[src/rtl/sha256_digest_writer.sv]
// Writes a captured 256-bit SHA-256 digest out as eight 32-bit words (H0 first) with a ready handshake.
// Define SHA256_DIGEST_WRITER_BYTE_SWAP_EN to present each word byte-reversed on write_data.
module sha256_digest_writer #(
  parameter int ADDR_WIDTH = 16
) (
  input  logic                  clock,
  input  logic                  reset,
  input  logic                  start,
  input  logic [255:0]          digest_in,
  input  logic [ADDR_WIDTH-1:0] base_address,
  input  logic                  mem_ready,
  output logic                  write_enable,
  output logic [ADDR_WIDTH-1:0] write_address,
  output logic [31:0]           write_data,
  output logic                  busy,
  output logic                  done
);

  typedef enum logic [1:0] {IDLE, WRITE, DONE} state_t;

  state_t                state_q, state_d;
  logic [2:0]            idx_q, idx_d;
  logic [255:0]          digest_q, digest_d;
  logic                  we_q, we_d;
  logic [ADDR_WIDTH-1:0] addr_q, addr_d;
  logic [31:0]           data_q, data_d;
  logic                  busy_q, busy_d;
  logic                  done_q, done_d;

  // Word i sits at bit offset (7-i)*32; ~i equals 7-i for a 3-bit index.
  function automatic logic [31:0] word_at(input logic [255:0] d, input logic [2:0] i);
    logic [31:0] w;
    w = d[{~i, 5'b0} +: 32];
`ifdef SHA256_DIGEST_WRITER_BYTE_SWAP_EN
    return {w[7:0], w[15:8], w[23:16], w[31:24]};
`else
    return w;
`endif
  endfunction

  always_comb begin
    state_d  = state_q;
    idx_d    = idx_q;
    digest_d = digest_q;
    we_d     = we_q;
    addr_d   = addr_q;
    data_d   = data_q;
    busy_d   = busy_q;
    done_d   = 1'b0;
    case (state_q)
      IDLE: begin
        if (start) begin
          digest_d = digest_in;
          idx_d    = 3'd0;
          addr_d   = base_address;
          data_d   = word_at(digest_in, 3'd0);
          we_d     = 1'b1;
          busy_d   = 1'b1;
          state_d  = WRITE;
        end
      end
      WRITE: begin
        if (we_q && mem_ready) begin
          if (idx_q == 3'd7) begin
            we_d    = 1'b0;
            busy_d  = 1'b0;
            done_d  = 1'b1;
            state_d = DONE;
          end else begin
            idx_d  = idx_q + 3'd1;
            addr_d = addr_q + ADDR_WIDTH'(1);
            data_d = word_at(digest_q, idx_q + 3'd1);
          end
        end
      end
      DONE: begin
        state_d = IDLE;
      end
      default: begin
        state_d = IDLE;
        we_d    = 1'b0;
        busy_d  = 1'b0;
      end
    endcase
  end

  always_ff @(posedge clock or negedge reset) begin
    if (!reset) begin
      state_q  <= IDLE;
      idx_q    <= 3'd0;
      digest_q <= '0;
      we_q     <= 1'b0;
      addr_q   <= '0;
      data_q   <= '0;
      busy_q   <= 1'b0;
      done_q   <= 1'b0;
    end else begin
      state_q  <= state_d;
      idx_q    <= idx_d;
      digest_q <= digest_d;
      we_q     <= we_d;
      addr_q   <= addr_d;
      data_q   <= data_d;
      busy_q   <= busy_d;
      done_q   <= done_d;
    end
  end

  assign write_enable  = we_q;
  assign write_address = addr_q;
  assign write_data    = data_q;
  assign busy          = busy_q;
  assign done          = done_q;

endmodule

[config.mk]
export PLATFORM = sky130hd
export DESIGN_NAME = sha256_digest_writer
export DESIGN_NICKNAME = d
export VERILOG_FILES = /design/src/rtl/sha256_digest_writer.sv
export SDC_FILE = /design/constraint.sdc
export NUM_CORES = 1
export LEC_CHECK = 0
export CORE_MARGIN = 5
export CORE_UTILIZATION = 25
export DETAILED_ROUTE_END_ITERATION = 10
export PLACE_DENSITY = 0.54
export SYNTH_ARGS = -nofsm -noshare
export SYNTH_HDL_FRONTEND = slang
export SYNTH_SLANG_ARGS = --single-unit
[constraint.sdc]
create_clock -name clock -period 2.62 [get_ports clock]
set_input_delay 0.524 -clock clock [delete_from_list [all_inputs] [get_ports clock]]
set_output_delay 0.524 -clock clock [all_outputs]
set_load 0.005 [all_outputs]
Yosys cells after proc, flatten, opt, wreduce, memory -nomap -nowiden
Index checks and enable logic that the tools add are counted.
{"block": "classes", "addsub": 2, "reduce_logical": 7, "n_mux": 23, "bitwise": 2, "n_eq_ne": 7, "n_shift": 1}
{"cell": "variable part select 256 x 9 -> 32 bit", "count": 1}
{"cell": "two-way mux 32 bit", "count": 3}
{"cell": "case mux 32 bit (2 select lines)", "count": 1}
{"cell": "two-way mux 16 bit", "count": 3}
{"cell": "case mux 16 bit (2 select lines)", "count": 1}
{"cell": "adder 16 x 1 -> 16 bit (second input constant)", "count": 1}
{"cell": "two-way mux 3 bit", "count": 3}
{"cell": "!= test 2 bit (second input constant)", "count": 4}
{"cell": "AND reduction 4 bit", "count": 2}
{"cell": "two-way mux 1 bit", "count": 6}
{"cell": "two-way mux 2 bit", "count": 3}
{"cell": "case mux 3 bit (2 select lines)", "count": 1}
{"cell": "case mux 2 bit (2 select lines)", "count": 1}
{"cell": "adder 3 x 1 -> 3 bit (second input constant)", "count": 1}
{"cell": "== test 3 bit (second input constant)", "count": 1}
{"cell": "NOT 3 bit", "count": 1}
{"cell": "case mux 1 bit (3 select lines)", "count": 1}
{"cell": "AND reduction 3 bit", "count": 1}
{"cell": "== test 2 x 1 -> 1 bit (second input constant)", "count": 1}
{"cell": "== test 2 bit (second input constant)", "count": 1}
{"cell": "zero test 2 bit", "count": 1}
{"cell": "AND reduction 2 bit", "count": 1}
{"cell": "nonzero test 2 bit", "count": 1}
{"cell": "logical AND 1 bit", "count": 1}
{"cell": "NOT 1 bit", "count": 1}
{"block": "word_totals", "out_inout_bits": 51, "wordCells": 49, "register_bits": 311}

Logic depth before layout (Yosys ltp)
{"block": "logic_depth", "word_depth": 6, "mapped_depth": 8}

Least setup slack after synthesis
No wires, ideal clock.
{"block": "synth_path", "kind": "flip-flop to flip-flop", "from": "register idx_q[0]", "to": "register addr_q[13] (netlist: write_address[13])", "path_stages_with_launch": 8, "setup_slack_ps": 751, "required_time_ps": 2492, "arrival_ps": 1741, "setup_ps": 128, "path_cell_list": "dfrtp_1 > ha_1 > ha_1 > nand4b_1 > a21o_1 > buf_2 > o41ai_2 > a21oi_1"}
{"block": "synth_between", "elab_chain_len": 3}
{"element": "from (decl)", "line_no": "22", "rtl": "logic [2:0] idx_q, idx_d;"}
{"element": "from (signal assigned)", "line_no": "99", "rtl": "idx_q <= idx_d;"}
{"element": "== test 3 bit", "line_no": "64", "rtl": "if (idx_q == 3'd7) begin"}
{"element": "!= test 2 bit (no line)"}
{"element": "AND reduction 4 bit (no line)"}
{"element": "to (signal assigned)", "line_no": "102", "rtl": "addr_q <= addr_d;"}
{"element": "to (decl)", "line_no": "25", "rtl": "logic [ADDR_WIDTH-1:0] addr_q, addr_d;"}
No other way between the ends.
A chain may end at the register's enable or synchronous reset.

Worst setup path in the final report
{"block": "layout_path", "from": "register idx_q[1]", "to": "register data_q[15] (netlist: write_data[15])"}
{"block": "layout_between", "elab_chain_len": 6, "word_cells_on_any_way": 9, "classes_between": "1 x add/sub; 2 x eq/ne; 1 x shift; 3 x mux; 1 x bitwise; 1 x reduce/logical"}
{"element": "adder 3 x 1 -> 3 bit", "line_no": "72", "rtl": "data_d = word_at(digest_q, idx_q + 3'd1);"}
{"element": "NOT 3 bit", "line_no": "33", "rtl": "w = d[{~i, 5'b0} +: 32];"}
{"element": "variable part select 256 x 9 -> 32 bit", "line_no": "33"}
{"element": "two-way mux 32 bit", "line_no": "64"}
{"element": "two-way mux 32 bit", "line_no": "63", "rtl": "if (we_q && mem_ready) begin"}
{"element": "case mux 32 bit (2 select lines)", "line_no": "50", "rtl": "case (state_q)"}
{"element": "to (signal assigned)", "line_no": "103", "rtl": "data_q <= data_d;"}
{"element": "to (decl)", "line_no": "26", "rtl": "logic [31:0] data_q, data_d;"}
Parallel ways exist; a longest one is shown, timed or not. The select of a mux whose other input is x is not followed.

==> flow_metrics.tcl <==
set metrics [dict create \
    grt_max_degree 72 \
    synth-seq-cells 311 \
    cts_tree "done" \
    r2r-end "write_data[15]$_DFFE_PN0P_" \
    globalRoute.totalOverflow 0 \
    antenna_found_initial 8 \
    ir_drop_v 0.001008 \
    clkSlewWorstSetupHoldPaths_ps 60 \
    critical_path_class "flop to flop" \
    drv_cap 0 \
    final_antenna_net_count 0 \
    critPathArrivalTime_ps 2870 \
    yosysWarnings 0 \
    nets 1673 \
    r2r_setup_slack_ps 160 \
    seq_area_frac_synth 0.5512 \
    timing.final.hold_violations 0 \
    cts-resized-gates 0 \
    postCtsSetupRepairBufs 0 \
    r2r-start "idx_q[1]$_DFFE_PN0P_" \
    synth.avg_cell_area_sq_um 13.33 \
    wire_per_inst_um 19.89 \
    die_y_um 247.7 \
    power.leakage_uw 0.008258 \
    die_x_um 247.7 \
    cts_root_buf "clkbuf_16" \
    synthCells 1059 \
    maxSlewViolCount 0 \
    top_level_ports 327 \
    start_kind "flop" \
    ctsHoldBuffers 1 \
    hpwl_mm 30.83 \
    cp-end-kind "flop" \
    period_share 0.9374 \
    synth_nets 1338 \
    fin_ws_ps 164.0 \
    powerDensity_nw_per_um2 1291 \
    fin_worst_skew_ps 13.77 \
    crit_path_end "write_data[15]$_DFFE_PN0P_" \
    die_area_sq_um 61330 \
    drc_errors 0 \
    h-tree-depth 2 \
    hold_class "flop to flop" \
    drtIter0Drc 649 \
    port_buffers 326 \
    grt_pass1_vias 10823 \
    fill_cells 5539 \
    tightestPinTransition_ps 1133 \
    vias_per_cell 4.677 \
    final_area_sq_um 19810 \
    ys.flop_type "dfrtp_1" \
    crit_path_max_fanout 27 \
    ys_types 40 \
    synth_edf_count 0 \
    setup_viol 0 \
    rsz0062_at_grt "false" \
    async_flop_share 1.000 \
    dpl_worst_slack_ps 164.7 \
    routabilityCongestion 0.7636 \
    fin_crit_ps 2456 \
    core_sq_um 56170 \
    wirelength_mm 43.22 \
    status "completed" \
    layout_common_cells "325 x clkdlybuf4s50_1, 311 x dfrtp_1, 245 x mux2_2" \
    r2r_cells 7 \
    clock_path_buffers 3 \
    grt_usage 0.1365 \
    cp.required_ps 3040 \
    mostFrequentLayoutCell "clkdlybuf4s50_1" \
    drive_gt1_frac 0.2523 \
    setup_tns_ps 0 \
    dpl_cell_area_sq_um 18610 \
    clkSinkCount 311 \
    worstSetupStartpoint "idx_q[1]$_DFFE_PN0P_" \
    fmax_ghz 0.4072 \
    cts_buffers 37 \
    clk_latency_ps 540 \
    timing.slew.headroom 0.2428 \
    grt_pass1_wl_mm 65.07 \
    syn_to_final_growth_pct 40.32 \
    hold_path_startpoint "digest_q[39]$_DFFE_PN0P_" \
    vias 10164 \
    syn_area_sq_um 14120 \
    rows 87 \
    start_util 0.2514 \
    first_pass_iters 5 \
]
[where the power goes]
group          internal, uW  switching (uW)
Clock                  3090            1980
Sequential             7280            1390
Combinational          6260            5570
Total                 16600            8940
[Yosys cell counts, types with 11 or more instances]
cell / number / area (sq um)
dfrtp_1: 311 / 7782
mux2_2: 245 / 2759
mux2i_1: 128 / 1281
a21oi_1: 56 / 280.3
nand2_1: 49 / 183.9
nand3_1: 38 / 190.2
a222oi_1: 32 / 320.3
a22oi_1: 32 / 240.2
buf_2: 28 / 140.1
buf_4: 28 / 210.2
clkbuf_1: 22 / 82.58
mux2_1: 11 / 123.9
o21ai_0: 11 / 55.05
[worst min-delay path by stage]
| stage | endpoint | slack (ps) | cells after the start |
|---|---|---|---|
| after floorplan | busy$_DFFE_PN0P_ | 230 | 0 |
| after detailed placement | digest_q[36]$_DFFE_PN0P_ | 480 | 1 |
| after global placement | idx_q[2]$_DFFE_PN0P_ | 460 | 2 |
| after global routing | digest_q[39]$_DFFE_PN0P_ | 510 | 1 |
| final | digest_q[39]$_DFFE_PN0P_ | 490 | 1 |
| after CTS | digest_q[36]$_DFFE_PN0P_ | 490 | 1 |
[cells by family (layout without fill, tap and decap cells)]
family | count (synthesis) | count (layout) | synth area share
AOI/OAI and AO/OA | 156 | 156 | 0.07727
adders and majority gates | 3 | 3 | 0.002659
other | 0 | 2 | 0
buffers and inverters | 81 | 437 | 0.03146
muxes | 384 | 384 | 0.2949
and+or+nand+nor | 124 | 124 | 0.04253
DFF | 311 | 311 | 0.5512
[final cells by class]
class                   count  area, sq um  share of cell area
flip-flops and latches    311         7782              0.3928
well taps                 756        945.9             0.04774
multi-input cells         667         5944              0.3000
inverters                   2        7.507           0.0003789
clock inverters             6        86.33            0.004357
repair buffers            375         3939              0.1988
clock buffers              54         1102             0.05564
diodes                      2        5.005           0.0002526
[routing by layer]
metal | GRT usage | wire length [um]
met3 | 0.03963 | 3149
met1 | 0.1808 | 18820
met4 | 0.03982 | 1104
met5 | 0 | 72
met2 | 0.2182 | 20070
[registers in the layout, summed over array words and instances, names as in the netlist]
register	count
busy	1
digest_q	256
done	1
idx_q	3
state_q	2
write_address	16
write_data	32
[per-stage QoR]
step	power, uW	hold slack, ps	utilization	std cells
3_3_place_gp	20510	463.3	0.3313	2110
6_report	25580	487.7	0.3527	2173
5_1_grt	27300	507.6	0.3526	2171
2_1_floorplan	16260	228.4	-	1059
4_1_cts	25990	488.3	0.3526	2171
3_5_place_dp	20740	475.4	0.3313	2110
[critical path, stage by stage, from the launching register on]
cell	delay, ps
dfrtp_1	410
ha_4	160
ha_1	320
nor2b_4	890
buf_4	300
a222oi_1	100
nand3_1	90
nand2_1	60
Power figures use the tool's default switching activity.
==> RTL change (config.mk and constraints unchanged) <==
Reset style: synchronous (`reset`), changed in one clocked block.
--- a/src/rtl/sha256_digest_writer.sv
+++ b/src/rtl/sha256_digest_writer.sv
@@ -84,7 +84,7 @@
     endcase
   end
 
-  always_ff @(posedge clock or negedge reset) begin
+  always_ff @(posedge clock) begin
     if (!reset) begin
       state_q  <= IDLE;
       idx_q    <= 3'd0;
Check against the original RTL: differs if reset is asserted again (counterexample within 4 cycles, from zero or initial values and one cycle with reset low); with reset held inactive, the same outputs for 4 cycles.
==> RTL change against the original RTL <==
- worst setup slack gained 170 ps
- final area shrank 5.3%
- synthesized area shrank 4.0%
- synthesized cell count grew 59%
- count of clock-buffer cells in the layout shrank 3
- hold slack lost 35 ps
- sequential cell count is the same
- wire length grew 17%
Power is not compared: it rests on default switching activity, and its combinational part moved more than twofold at a synthesized area within 25%.
==> RTL change: results (changes against the original RTL) <==
Status:
- The flow ran to the end, and the final reports show no timing, DRC or antenna violations.

Layout:
- The layout net count came to 2226 (+33%).
- The filler-free cell count of the finished design is 2669 (+23%).
- The layout inverter count without the clock tree is 4 (+2).
- The total of fill cells in the finished design is 5583 (+0.79%).
- The non-clock buffer contribution to total cell area is 20.4% (+0.51 points).
- The count of clock-net buffers in the final layout is 51 (-5.6%).
- The multi-input gate count is 1222 (+83%).

Worst setup path:
- In this run the worst setup path begins at idx_q[0].
- The endpoint identified for the worst register-to-register timing path is write_data[8].
- The worst reg-to-reg setup slack is 330 ps (+170 ps).
- The delay of the slowest cell on the worst path was 550 ps (-340 ps).
- The worst path arrival time came to 2750 ps (-120 ps).

Logic synthesis:
- The async set or reset register ratio after synthesis is 0% (-100 points).
- The complex-gate fraction of the synthesized area is 20.3% (+13 points).
- The mean instance size in the synthesized netlist is 8.05 um2 (-40%).
- The proportion of synthesized area in mux cells was 9.53% (-20 points).
- The share of synthesized cell area in full adder, half adder and majority cells is 0.277% (+0.011 points).
- By area the synthesized netlist is led by sky130_fd_sc_hd__dfxtp_1, sky130_fd_sc_hd__nand2_1, sky130_fd_sc_hd__a21oi_1, sky130_fd_sc_hd__mux2i_1, sky130_fd_sc_hd__a22oi_1.
- The fraction of the yosys area taken by sequential cells came to 45.9% (-9.2 points).

Placement:
- The placed instance count is 2604 (+23%).
- The global placer's final weighted congestion was 0.827 (+8.3%).

Worst hold path:
- The startpoint identified for the worst hold timing path is digest_q[195].
- The number of cells on the worst hold path is 2 (+1).
- The end of the worst hold path is digest_q[195].

GRT:
- The first-pass GRT wire length is 76.9 mm (+18%).
- The global routing met1 resource utilization came to 19.8% (+1.7 points).
- The largest net degree at the start of global routing is 70 (-2.8%).
- The initial antenna violation count is 3 (-5).
- The global-route track usage on met3 is 3.41% (-0.55 points).
- The met2 layer usage reported by global route is 29.5% (+7.7 points).
- The total routing resource utilization after global routing is 16.5% (+2.8 points).

Route:
- The met2 layer wire length in the routed design is 25.4 mm (+27%).
- The number of detailed-routing iterations run before antenna repair is 6 (+1).
- The amount of wire on met3 after detailed routing is 3.10 mm (-1.6%).

STA:
- The worst hold margin was 452 ps (-35.4 ps).
==> RTL change: cell count changes after synthesis, moves of 29 or more <==
cell / unedited run / this run
sky130_fd_sc_hd__a22oi_1: 32 / 66
sky130_fd_sc_hd__o21ai_0: 11 / 40
sky130_fd_sc_hd__buf_2: 28 / 61
sky130_fd_sc_hd__mux2_2: 245 / 1
sky130_fd_sc_hd__dfxtp_1: 0 / 311
sky130_fd_sc_hd__a21oi_1: 56 / 286
sky130_fd_sc_hd__a222oi_1: 32 / 0
sky130_fd_sc_hd__nand2_1: 49 / 530
sky130_fd_sc_hd__dfrtp_1: 311 / 0
sky130_fd_sc_hd__clkbuf_1: 22 / 64
==> RTL change: worst max-delay path, delay by kind of cell, from the launching register on <==
| family | cells | cell delay (ps) |
|---|---|---|
| and+or+nand+nor | 1 | 220 |
| AOI/OAI and AO/OA | 3 | 820 |
| buffers and inverters | 1 | 410 |
| DFF | 1 | 370 |
| adders and majority gates | 2 | 360 |
==> RTL change: through the flow <==
| step | setup slack (ps) | area, um2 | power (uW) | util (%) |
|---|---|---|---|---|
| 5_1_grt | 190 | 18800 | 12400 | 34.8 |
| 6_report | 332 | 18800 | 11800 | 34.9 |
| 4_1_cts | 277 | 18800 | 12000 | 34.8 |
| 2_1_floorplan | 816 | 13600 | 6040 | - |
| 3_3_place_gp | 167 | 17600 | 6940 | 32.7 |
| 3_5_place_dp | 137 | 17600 | 6960 | 32.7 |
==> RTL change: worst max-delay path by stage <==
| stage | endpoint | slack (ps) |
|---|---|---|
| after floorplan | write_data[30] | 820 |
| after global placement | write_data[8] | 170 |
| after detailed placement | write_data[8] | 140 |
| after CTS | write_data[8] | 280 |
| after global routing | write_data[1] | 190 |
| final | write_data[8] | 330 |
